--- config.mk ---
export PLATFORM = sky130hd
export DESIGN_NAME = mem_arbiter_ctrl_flat
export DESIGN_NICKNAME = d
export VERILOG_FILES = /design/src/rtl/mem_arbiter_ctrl_pkg.sv /design/src/rtl/mem_arbiter_ctrl_if.sv /design/src/rtl/mem_lane_fmt.sv /design/src/rtl/mem_arbiter_ctrl.sv /design/src/flat_wrapper.sv
export SDC_FILE = /design/constraint.sdc
export NUM_CORES = 1
export LEC_CHECK = 0
export ABC_AREA = 1
export BUFFER_PORTS_ARGS = -buffer_cell sky130_fd_sc_hd__buf_2
export CORE_MARGIN = 2
export CORE_UTILIZATION = 45
export CTS_CLUSTER_DIAMETER = 30
export DETAILED_ROUTE_END_ITERATION = 8
export GPL_ROUTABILITY_DRIVEN = 1
export PLACE_DENSITY = 0.73
export SLEW_MARGIN = 30
export SYNTH_ARGS = -nofsm -noshare
export SYNTH_HDL_FRONTEND = slang
export SYNTH_HIERARCHICAL = 1
export SYNTH_SLANG_ARGS = --single-unit
--- constraint.sdc ---
create_clock -name clk -period 5 [get_ports clk]
set_clock_uncertainty 0.05 [all_clocks]
set_input_delay 1 -clock clk [delete_from_list [all_inputs] [get_ports clk]]
set_output_delay 1 -clock clk [all_outputs]
set_load 0.005 [all_outputs]
--- src/rtl/mem_arbiter_ctrl_pkg.sv ---
// Shared funct3 codes, FSM state encodings and port ids for the memory arbiter.
package mem_arbiter_ctrl_pkg;

  localparam logic [2:0] LOAD_LB  = 3'b000;
  localparam logic [2:0] LOAD_LH  = 3'b001;
  localparam logic [2:0] LOAD_LW  = 3'b010;
  localparam logic [2:0] LOAD_LBU = 3'b100;
  localparam logic [2:0] LOAD_LHU = 3'b101;

  localparam logic [2:0] STORE_SB = 3'b000;
  localparam logic [2:0] STORE_SH = 3'b001;
  localparam logic [2:0] STORE_SW = 3'b010;

  typedef enum logic [2:0] {StIdle, StRd, StRdw, StWr, StErr} state_e;

  typedef enum logic {PortFetch, PortData} port_e;

  function automatic logic type_unsupported(input logic we, input logic [2:0] ftype);
    if (we) return !(ftype inside {STORE_SB, STORE_SH, STORE_SW});
    return ftype inside {3'b011, 3'b110, 3'b111};
  endfunction

endpackage

--- src/rtl/mem_arbiter_ctrl_if.sv ---
// Fetch, load/store and memory-array signals of the arbiter, grouped per side.
interface mem_arbiter_ctrl_if #(
  parameter int unsigned ADDR_W = 14
);
  logic              i_req_valid;
  logic              i_req_ready;
  logic [31:0]       i_req_addr;
  logic              i_resp_valid;
  logic [31:0]       i_resp_data;
  logic              i_resp_err;

  logic              d_req_valid;
  logic              d_req_ready;
  logic              d_req_we;
  logic [2:0]        d_req_type;
  logic [31:0]       d_req_addr;
  logic [31:0]       d_req_wdata;
  logic              d_resp_valid;
  logic [31:0]       d_resp_data;
  logic              d_resp_err;

  logic              mem_en;
  logic              mem_we;
  logic [ADDR_W-1:0] mem_addr;
  logic [31:0]       mem_wdata;
  logic [31:0]       mem_rdata;

  modport slave (
    input  i_req_valid, i_req_addr,
    output i_req_ready, i_resp_valid, i_resp_data, i_resp_err,
    input  d_req_valid, d_req_we, d_req_type, d_req_addr, d_req_wdata,
    output d_req_ready, d_resp_valid, d_resp_data, d_resp_err,
    output mem_en, mem_we, mem_addr, mem_wdata,
    input  mem_rdata
  );

  modport master (
    output i_req_valid, i_req_addr,
    input  i_req_ready, i_resp_valid, i_resp_data, i_resp_err,
    output d_req_valid, d_req_we, d_req_type, d_req_addr, d_req_wdata,
    input  d_req_ready, d_resp_valid, d_resp_data, d_resp_err,
    input  mem_en, mem_we, mem_addr, mem_wdata,
    output mem_rdata
  );
endinterface

--- src/rtl/mem_lane_fmt.sv ---
// Little-endian lane logic: load extraction/extension, store merge and alignment check.
module mem_lane_fmt
  import mem_arbiter_ctrl_pkg::*;
(
  input  logic [31:0] word,
  input  logic [1:0]  lane,
  input  logic [2:0]  ftype,
  input  logic [31:0] wdata,
  output logic [31:0] load_val,
  output logic [31:0] store_word,
  output logic        misalign
);
  logic [7:0]  byte_v;
  logic [15:0] half_v;

  always_comb begin
    byte_v = word[8*lane +: 8];
    half_v = lane[1] ? word[31:16] : word[15:0];

    unique case (ftype)
      LOAD_LB:  load_val = {{24{byte_v[7]}}, byte_v};
      LOAD_LBU: load_val = {24'b0, byte_v};
      LOAD_LH:  load_val = {{16{half_v[15]}}, half_v};
      LOAD_LHU: load_val = {16'b0, half_v};
      default:  load_val = word;
    endcase

    store_word = word;
    unique case (ftype[1:0])
      2'b00: store_word[8*lane +: 8] = wdata[7:0];
      2'b01: begin
        if (lane[1]) store_word[31:16] = wdata[15:0];
        else         store_word[15:0]  = wdata[15:0];
      end
      default: store_word = wdata;
    endcase

    misalign = ((ftype[1:0] == 2'b01) && lane[0]) || ((ftype[1:0] == 2'b10) && (lane != 2'b00));
  end
endmodule

--- src/rtl/mem_arbiter_ctrl.sv ---
// Arbitrates fetch and load/store ports onto one single-port synchronous memory,
// sequencing word reads, sub-word loads, read-modify-write stores and faults.
module mem_arbiter_ctrl
  import mem_arbiter_ctrl_pkg::*;
#(
  parameter int unsigned ADDR_W = 14
) (
  input logic               clk,
  input logic               rst,
  mem_arbiter_ctrl_if.slave bus
);
  state_e             state_q, state_d;
  port_e              last_q, last_d, src_q, src_d;
  logic [ADDR_W+1:0]  addr_q, addr_d;
  logic [2:0]         type_q, type_d;
  logic               we_q, we_d;
  logic [31:0]        wdata_q, wdata_d;
  logic               i_valid_q, i_valid_d, i_err_q, i_err_d;
  logic               d_valid_q, d_valid_d, d_err_q, d_err_d;
  logic [31:0]        i_data_q, i_data_d, d_data_q, d_data_d;

  logic               idle, grant_data, grant_fetch, fault;
  logic [31:0]        req_addr;
  logic [2:0]         req_type;
  logic               req_we;
  logic [1:0]         fmt_lane;
  logic [2:0]         fmt_type;
  logic [31:0]        load_val, store_word;
  logic               misalign;

  assign idle        = (state_q == StIdle);
  assign grant_data  = bus.d_req_valid && (!bus.i_req_valid || (last_q == PortFetch));
  assign grant_fetch = bus.i_req_valid && !grant_data;
  // Fetches are classified and formatted as LW so one alignment rule covers both ports.
  assign req_addr    = grant_data ? bus.d_req_addr : bus.i_req_addr;
  assign req_type    = grant_data ? bus.d_req_type : LOAD_LW;
  assign req_we      = grant_data && bus.d_req_we;
  assign fmt_lane    = idle ? req_addr[1:0] : addr_q[1:0];
  assign fmt_type    = idle ? req_type : type_q;
  assign fault       = (|req_addr[31:ADDR_W+2]) || misalign ||
                       (grant_data && type_unsupported(req_we, req_type));

  mem_lane_fmt u_lane_fmt (
    .word       (bus.mem_rdata),
    .lane       (fmt_lane),
    .ftype      (fmt_type),
    .wdata      (wdata_q),
    .load_val   (load_val),
    .store_word (store_word),
    .misalign   (misalign)
  );

  always_comb begin
    state_d   = state_q;
    last_d    = last_q;
    src_d     = src_q;
    addr_d    = addr_q;
    type_d    = type_q;
    we_d      = we_q;
    wdata_d   = wdata_q;
    i_valid_d = 1'b0;
    i_data_d  = i_data_q;
    i_err_d   = i_err_q;
    d_valid_d = 1'b0;
    d_data_d  = d_data_q;
    d_err_d   = d_err_q;

    unique case (state_q)
      StIdle: begin
        if (grant_fetch || grant_data) begin
          src_d   = grant_data ? PortData : PortFetch;
          last_d  = src_d;
          addr_d  = req_addr[ADDR_W+1:0];
          type_d  = req_type;
          we_d    = req_we;
          wdata_d = bus.d_req_wdata;
          if (fault)                               state_d = StErr;
          else if (req_we && req_type == STORE_SW) state_d = StWr;
          else                                     state_d = StRd;
        end
      end
      StRd: state_d = StRdw;
      StRdw: begin
        if (we_q) begin
          wdata_d = store_word;
          state_d = StWr;
        end else begin
          if (src_q == PortFetch) begin
            i_valid_d = 1'b1;
            i_data_d  = load_val;
            i_err_d   = 1'b0;
          end else begin
            d_valid_d = 1'b1;
            d_data_d  = load_val;
            d_err_d   = 1'b0;
          end
          state_d = StIdle;
        end
      end
      StWr: begin
        d_valid_d = 1'b1;
        d_data_d  = '0;
        d_err_d   = 1'b0;
        state_d   = StIdle;
      end
      StErr: begin
        if (src_q == PortFetch) begin
          i_valid_d = 1'b1;
          i_data_d  = '0;
          i_err_d   = 1'b1;
        end else begin
          d_valid_d = 1'b1;
          d_data_d  = '0;
          d_err_d   = 1'b1;
        end
        state_d = StIdle;
      end
      default: state_d = StIdle;
    endcase
  end

  always_ff @(posedge clk or posedge rst) begin
    if (rst) begin
      state_q   <= StIdle;
      last_q    <= PortFetch;
      src_q     <= PortFetch;
      addr_q    <= '0;
      type_q    <= '0;
      we_q      <= 1'b0;
      wdata_q   <= '0;
      i_valid_q <= 1'b0;
      i_data_q  <= '0;
      i_err_q   <= 1'b0;
      d_valid_q <= 1'b0;
      d_data_q  <= '0;
      d_err_q   <= 1'b0;
    end else begin
      state_q   <= state_d;
      last_q    <= last_d;
      src_q     <= src_d;
      addr_q    <= addr_d;
      type_q    <= type_d;
      we_q      <= we_d;
      wdata_q   <= wdata_d;
      i_valid_q <= i_valid_d;
      i_data_q  <= i_data_d;
      i_err_q   <= i_err_d;
      d_valid_q <= d_valid_d;
      d_data_q  <= d_data_d;
      d_err_q   <= d_err_d;
    end
  end

  assign bus.i_req_ready  = idle && grant_fetch;
  assign bus.d_req_ready  = idle && grant_data;
  assign bus.i_resp_valid = i_valid_q;
  assign bus.i_resp_data  = i_data_q;
  assign bus.i_resp_err   = i_err_q;
  assign bus.d_resp_valid = d_valid_q;
  assign bus.d_resp_data  = d_data_q;
  assign bus.d_resp_err   = d_err_q;
  assign bus.mem_en       = (state_q == StRd) || (state_q == StWr);
  assign bus.mem_we       = (state_q == StWr);
  assign bus.mem_addr     = addr_q[ADDR_W+1:2];
  assign bus.mem_wdata    = wdata_q;
endmodule

--- src/flat_wrapper.sv ---
// flat-port wrapper written by rule: the top's interface ports become plain ports
module mem_arbiter_ctrl_flat import mem_arbiter_ctrl_pkg::*;
#(
  parameter int unsigned ADDR_W = 14
)
  (clk, rst, bus_i_req_valid, bus_i_req_addr, bus_i_req_ready, bus_i_resp_valid, bus_i_resp_data, bus_i_resp_err, bus_d_req_valid, bus_d_req_we, bus_d_req_type, bus_d_req_addr, bus_d_req_wdata, bus_d_req_ready, bus_d_resp_valid, bus_d_resp_data, bus_d_resp_err, bus_mem_en, bus_mem_we, bus_mem_addr, bus_mem_wdata, bus_mem_rdata);
  mem_arbiter_ctrl_if #(.ADDR_W(ADDR_W)) bus_i ();
  input logic clk;
  input logic rst;
  input wire logic [$bits(bus_i.i_req_valid)-1:0] bus_i_req_valid;
  input wire logic [$bits(bus_i.i_req_addr)-1:0] bus_i_req_addr;
  output wire logic [$bits(bus_i.i_req_ready)-1:0] bus_i_req_ready;
  output wire logic [$bits(bus_i.i_resp_valid)-1:0] bus_i_resp_valid;
  output wire logic [$bits(bus_i.i_resp_data)-1:0] bus_i_resp_data;
  output wire logic [$bits(bus_i.i_resp_err)-1:0] bus_i_resp_err;
  input wire logic [$bits(bus_i.d_req_valid)-1:0] bus_d_req_valid;
  input wire logic [$bits(bus_i.d_req_we)-1:0] bus_d_req_we;
  input wire logic [$bits(bus_i.d_req_type)-1:0] bus_d_req_type;
  input wire logic [$bits(bus_i.d_req_addr)-1:0] bus_d_req_addr;
  input wire logic [$bits(bus_i.d_req_wdata)-1:0] bus_d_req_wdata;
  output wire logic [$bits(bus_i.d_req_ready)-1:0] bus_d_req_ready;
  output wire logic [$bits(bus_i.d_resp_valid)-1:0] bus_d_resp_valid;
  output wire logic [$bits(bus_i.d_resp_data)-1:0] bus_d_resp_data;
  output wire logic [$bits(bus_i.d_resp_err)-1:0] bus_d_resp_err;
  output wire logic [$bits(bus_i.mem_en)-1:0] bus_mem_en;
  output wire logic [$bits(bus_i.mem_we)-1:0] bus_mem_we;
  output wire logic [$bits(bus_i.mem_addr)-1:0] bus_mem_addr;
  output wire logic [$bits(bus_i.mem_wdata)-1:0] bus_mem_wdata;
  input wire logic [$bits(bus_i.mem_rdata)-1:0] bus_mem_rdata;
  assign bus_i.i_req_valid = bus_i_req_valid;
  assign bus_i.i_req_addr = bus_i_req_addr;
  assign bus_i_req_ready = bus_i.i_req_ready;
  assign bus_i_resp_valid = bus_i.i_resp_valid;
  assign bus_i_resp_data = bus_i.i_resp_data;
  assign bus_i_resp_err = bus_i.i_resp_err;
  assign bus_i.d_req_valid = bus_d_req_valid;
  assign bus_i.d_req_we = bus_d_req_we;
  assign bus_i.d_req_type = bus_d_req_type;
  assign bus_i.d_req_addr = bus_d_req_addr;
  assign bus_i.d_req_wdata = bus_d_req_wdata;
  assign bus_d_req_ready = bus_i.d_req_ready;
  assign bus_d_resp_valid = bus_i.d_resp_valid;
  assign bus_d_resp_data = bus_i.d_resp_data;
  assign bus_d_resp_err = bus_i.d_resp_err;
  assign bus_mem_en = bus_i.mem_en;
  assign bus_mem_we = bus_i.mem_we;
  assign bus_mem_addr = bus_i.mem_addr;
  assign bus_mem_wdata = bus_i.mem_wdata;
  assign bus_i.mem_rdata = bus_mem_rdata;
  mem_arbiter_ctrl #(.ADDR_W(ADDR_W)) u_core (.clk(clk), .rst(rst), .bus(bus_i));
endmodule
==> impl_metrics.env <==
export IMPL_status="finished clean"
export IMPL_grt_usage=0.279
export IMPL_cts_tree="yes"
export IMPL_critPathLaunchType="primary input"
export IMPL_worst_pin_slew_ns=0.908
export IMPL_finalMaxSlewViolations=0
export IMPL_seq_area_frac_synth=0.417
export IMPL_gr_total_overflow=0
export IMPL_via_count=8130
export IMPL_ios=254
export IMPL_fin_tns_setup_ns=0
export IMPL_area_growth_pct=24.2
export IMPL_yosysUniqueCellTypes=34
export IMPL_cts_setup_buffers=0
export IMPL_min_period_ns=3.81
export IMPL_dr_pass1_iters=6
export IMPL_portBuffers=253
export IMPL_grt_start_max_net_pins=67
export IMPL_hold_slack_ns=0.428
export IMPL_synth_edf_count=0
export IMPL_postRouteAntennaNets=0
export IMPL_cts_root_buffer="clkbuf_16"
export IMPL_via_per_inst=5.42
export IMPL_period_share=0.762
export IMPL_crit_slowest_cell="nand2_1"
export IMPL_synth_avg_cell_area_um2=7.04
export IMPL_cp_required_ns=5.23
export IMPL_cts_resized=0
export IMPL_hold_viol_final=0
export IMPL_antenna_found_initial=4
export IMPL_hold_buffers=0
export IMPL_clock_path_buffers=2
export IMPL_post_dp_cell_area_mm2=0.00867
export IMPL_power_density_mw_per_mm2=436
export IMPL_routedWlPerCell_um=16.4
export IMPL_final_common_cell="nand2_1"
export IMPL_die_area_mm2=0.0176
export IMPL_finish_instance_area_mm2=0.00924
export IMPL_drt_wl_total_um=24600
export IMPL_dp_hpwl_um=17900
export IMPL_clock_sinks=124
export IMPL_cpPeakStageDelay_ns=0.64
export IMPL_ys_flop_type="dfrtp_1"
export IMPL_end_kind="flop"
export IMPL_leakage_uw=0.00483
export IMPL_peakVddDrop_mv=0.266
export IMPL_drcViolationCount=0
export IMPL_mostFrequentLayoutCells="nand2_1 (350), buf_2 (253), nand3_1 (128), nor2_1 (126), dfrtp_1 (124)"
export IMPL_slew_headroom=0.394
export IMPL_fp_dieW_um=133
export IMPL_crit_path_frequent_cell="nand2_1"
export IMPL_ys_ff_latch=124
export IMPL_cts_reportedPaths_clkPinSlew_ns=0.06
export IMPL_drt_iter0_markers=808
export IMPL_cp_max_fo=24
export IMPL_critPathArrivalTime_ns=4.04
export IMPL_hp_class="flop to flop"
export IMPL_synth_nets=1197
export IMPL_cap_violations=0
export IMPL_async_flop_share=1.00
export IMPL_finalNetCount=1405
export IMPL_grt_pass1_vias=7422
export IMPL_place_inst=1465
export IMPL_numCtsBuffers=17
export IMPL_fp_dieH_um=133
export IMPL_rows=47
export IMPL_gp_congestion=1.04
export IMPL_yosys_warnings=6
export IMPL_rsz0062_at_grt="false"
export IMPL_syn_area_mm2=0.00744
export IMPL_layout_drive_gt1_share=0.255
export IMPL_grt_pass1_wl_um=38800
export IMPL_setup_viol=0
export IMPL_stdcell_count=1501
export IMPL_nFillCells=1625
export IMPL_cp_cell_sequence="buf_2, nand2_1, nand2_2, nor2_1, inv_1, o22ai_1, nor2_8, inv_2, nor2_1, nand2_1, nand3_1, nand2_1, a21oi_1"
export IMPL_netlist_instances=1056
export IMPL_initial_core_util=0.455
export IMPL_max_freq_mhz=262
export IMPL_critPathKind="primary input to flop"
export IMPL_clock_latency_ns=0.42
export IMPL_fp_coreArea_mm2=0.0163
export IMPL_cts_htree_levels=4
==> cell families after synthesis <==
group,share of synthesized area
AOI/OAI and AO/OA,0.134
adders and majority gates,0.00841
buffers and inverters,0.0856
DFF,0.417
and+or+nand+nor,0.355
==> registers in the layout, indices dropped and copies added, names as in the netlist <==
| signal | cells |
|---|---|
| u_core/addr_q | 16 |
| u_core/bus.d_resp_data | 32 |
| u_core/bus.d_resp_err | 1 |
| u_core/bus.d_resp_valid | 1 |
| u_core/bus.i_resp_data | 32 |
| u_core/bus.i_resp_err | 1 |
| u_core/bus.i_resp_valid | 1 |
| u_core/bus.mem_wdata | 32 |
| u_core/src_q | 1 |
| u_core/state_q | 3 |
| u_core/type_q | 3 |
| u_core/we_q | 1 |
==> Yosys cell counts, types with 2 or more instances <==
cell type	n	share of area
nand2_1	351	0.18
nand3_1	129	0.087
nor2_1	127	0.064
dfrtp_1	124	0.42
a21oi_1	55	0.037
inv_1	46	0.023
a31oi_1	32	0.027
o21ai_0	31	0.021
clkbuf_1	26	0.013
buf_4	22	0.022
buf_2	20	0.013
a22oi_1	16	0.016
o31ai_1	14	0.014
buf_6	6	0.0091
nand4_1	6	0.0050
o211ai_1	6	0.0061
o22ai_1	6	0.0050
or2_2	6	0.0050
ha_1	5	0.0084
inv_2	5	0.0025
nand2_2	3	0.0025
nor3_1	3	0.0020
a21oi_2	2	0.0024
buf_1	2	0.0010
clkinv_1	2	0.0010
nor2_4	2	0.0030
o21ai_4	2	0.0044
==> where the power goes <==
part	internal [µW]	total [µW]	switching (µW)
Sequential	1300	1510	207
Clock	700	1180	478
Combinational	540	1340	804
==> path summary, 6_finish.rpt <==
check,start,end,slack (ns),depth (start not counted)
min in group asynchronous,rst,u_core/addr_q[9]$_DFFE_PP0P_,0.67,2
setup reg to reg,u_core/src_q$_DFFE_PP0P_,u_core/bus.d_resp_data[12]$_DFFE_PP0P_,1.44,12
setup / recovery,bus_i_req_valid,u_core/bus.d_resp_data[12]$_DFFE_PP0P_,1.19,13
hold reg to reg,u_core/addr_q[13]$_DFFE_PP0P_,u_core/addr_q[13]$_DFFE_PP0P_,0.43,2
hold / removal,u_core/addr_q[13]$_DFFE_PP0P_,u_core/addr_q[13]$_DFFE_PP0P_,0.43,2
max in group asynchronous,rst,u_core/bus.mem_wdata[10]$_DFFE_PP0P_,3.16,3
==> through the flow <==
stage / util / power [µW] / worst slack, ns
after floorplan: - / 2320 / 0.651
after global placement: 0.530 / 2820 / 0.913
after detailed placement: 0.530 / 2850 / 0.851
after CTS: 0.565 / 4040 / 1.29
after global routing: 0.565 / 4300 / 0.848
final: 0.565 / 4030 / 1.19
==> per-layer routing <==
layer / up-vias / global-route usage / routed length, µm
met3: 41 / 0.0693 / 2330
met2: 446 / 0.426 / 11400
met1: 3749 / 0.389 / 10300
li1: 3894 / - / -
met4: 0 / 0.0968 / 556
met5: - / 0 / 0
==> final cells by class <==
class / instances / area, µm² / share of cell area
Clock buffer: 20 / 447 / 0.0483
Sequential cell: 124 / 3100 / 0.336
Clock inverter: 12 / 116 / 0.0126
Tap cell: 220 / 275 / 0.0298
Timing Repair Buffer: 265 / 1360 / 0.147
Multi-Input combinational cell: 803 / 3730 / 0.404
Inverter: 53 / 201 / 0.0218
Antenna cell: 4 / 10.0 / 0.00108
==> worst max-delay path, delay by kind of cell <==
kind	cells	cell delay [ns]
simple gates	8	1.85
buf+inv	3	0.61
compound gates	2	0.56
Note: power is estimated with default switching activity, not from simulation.
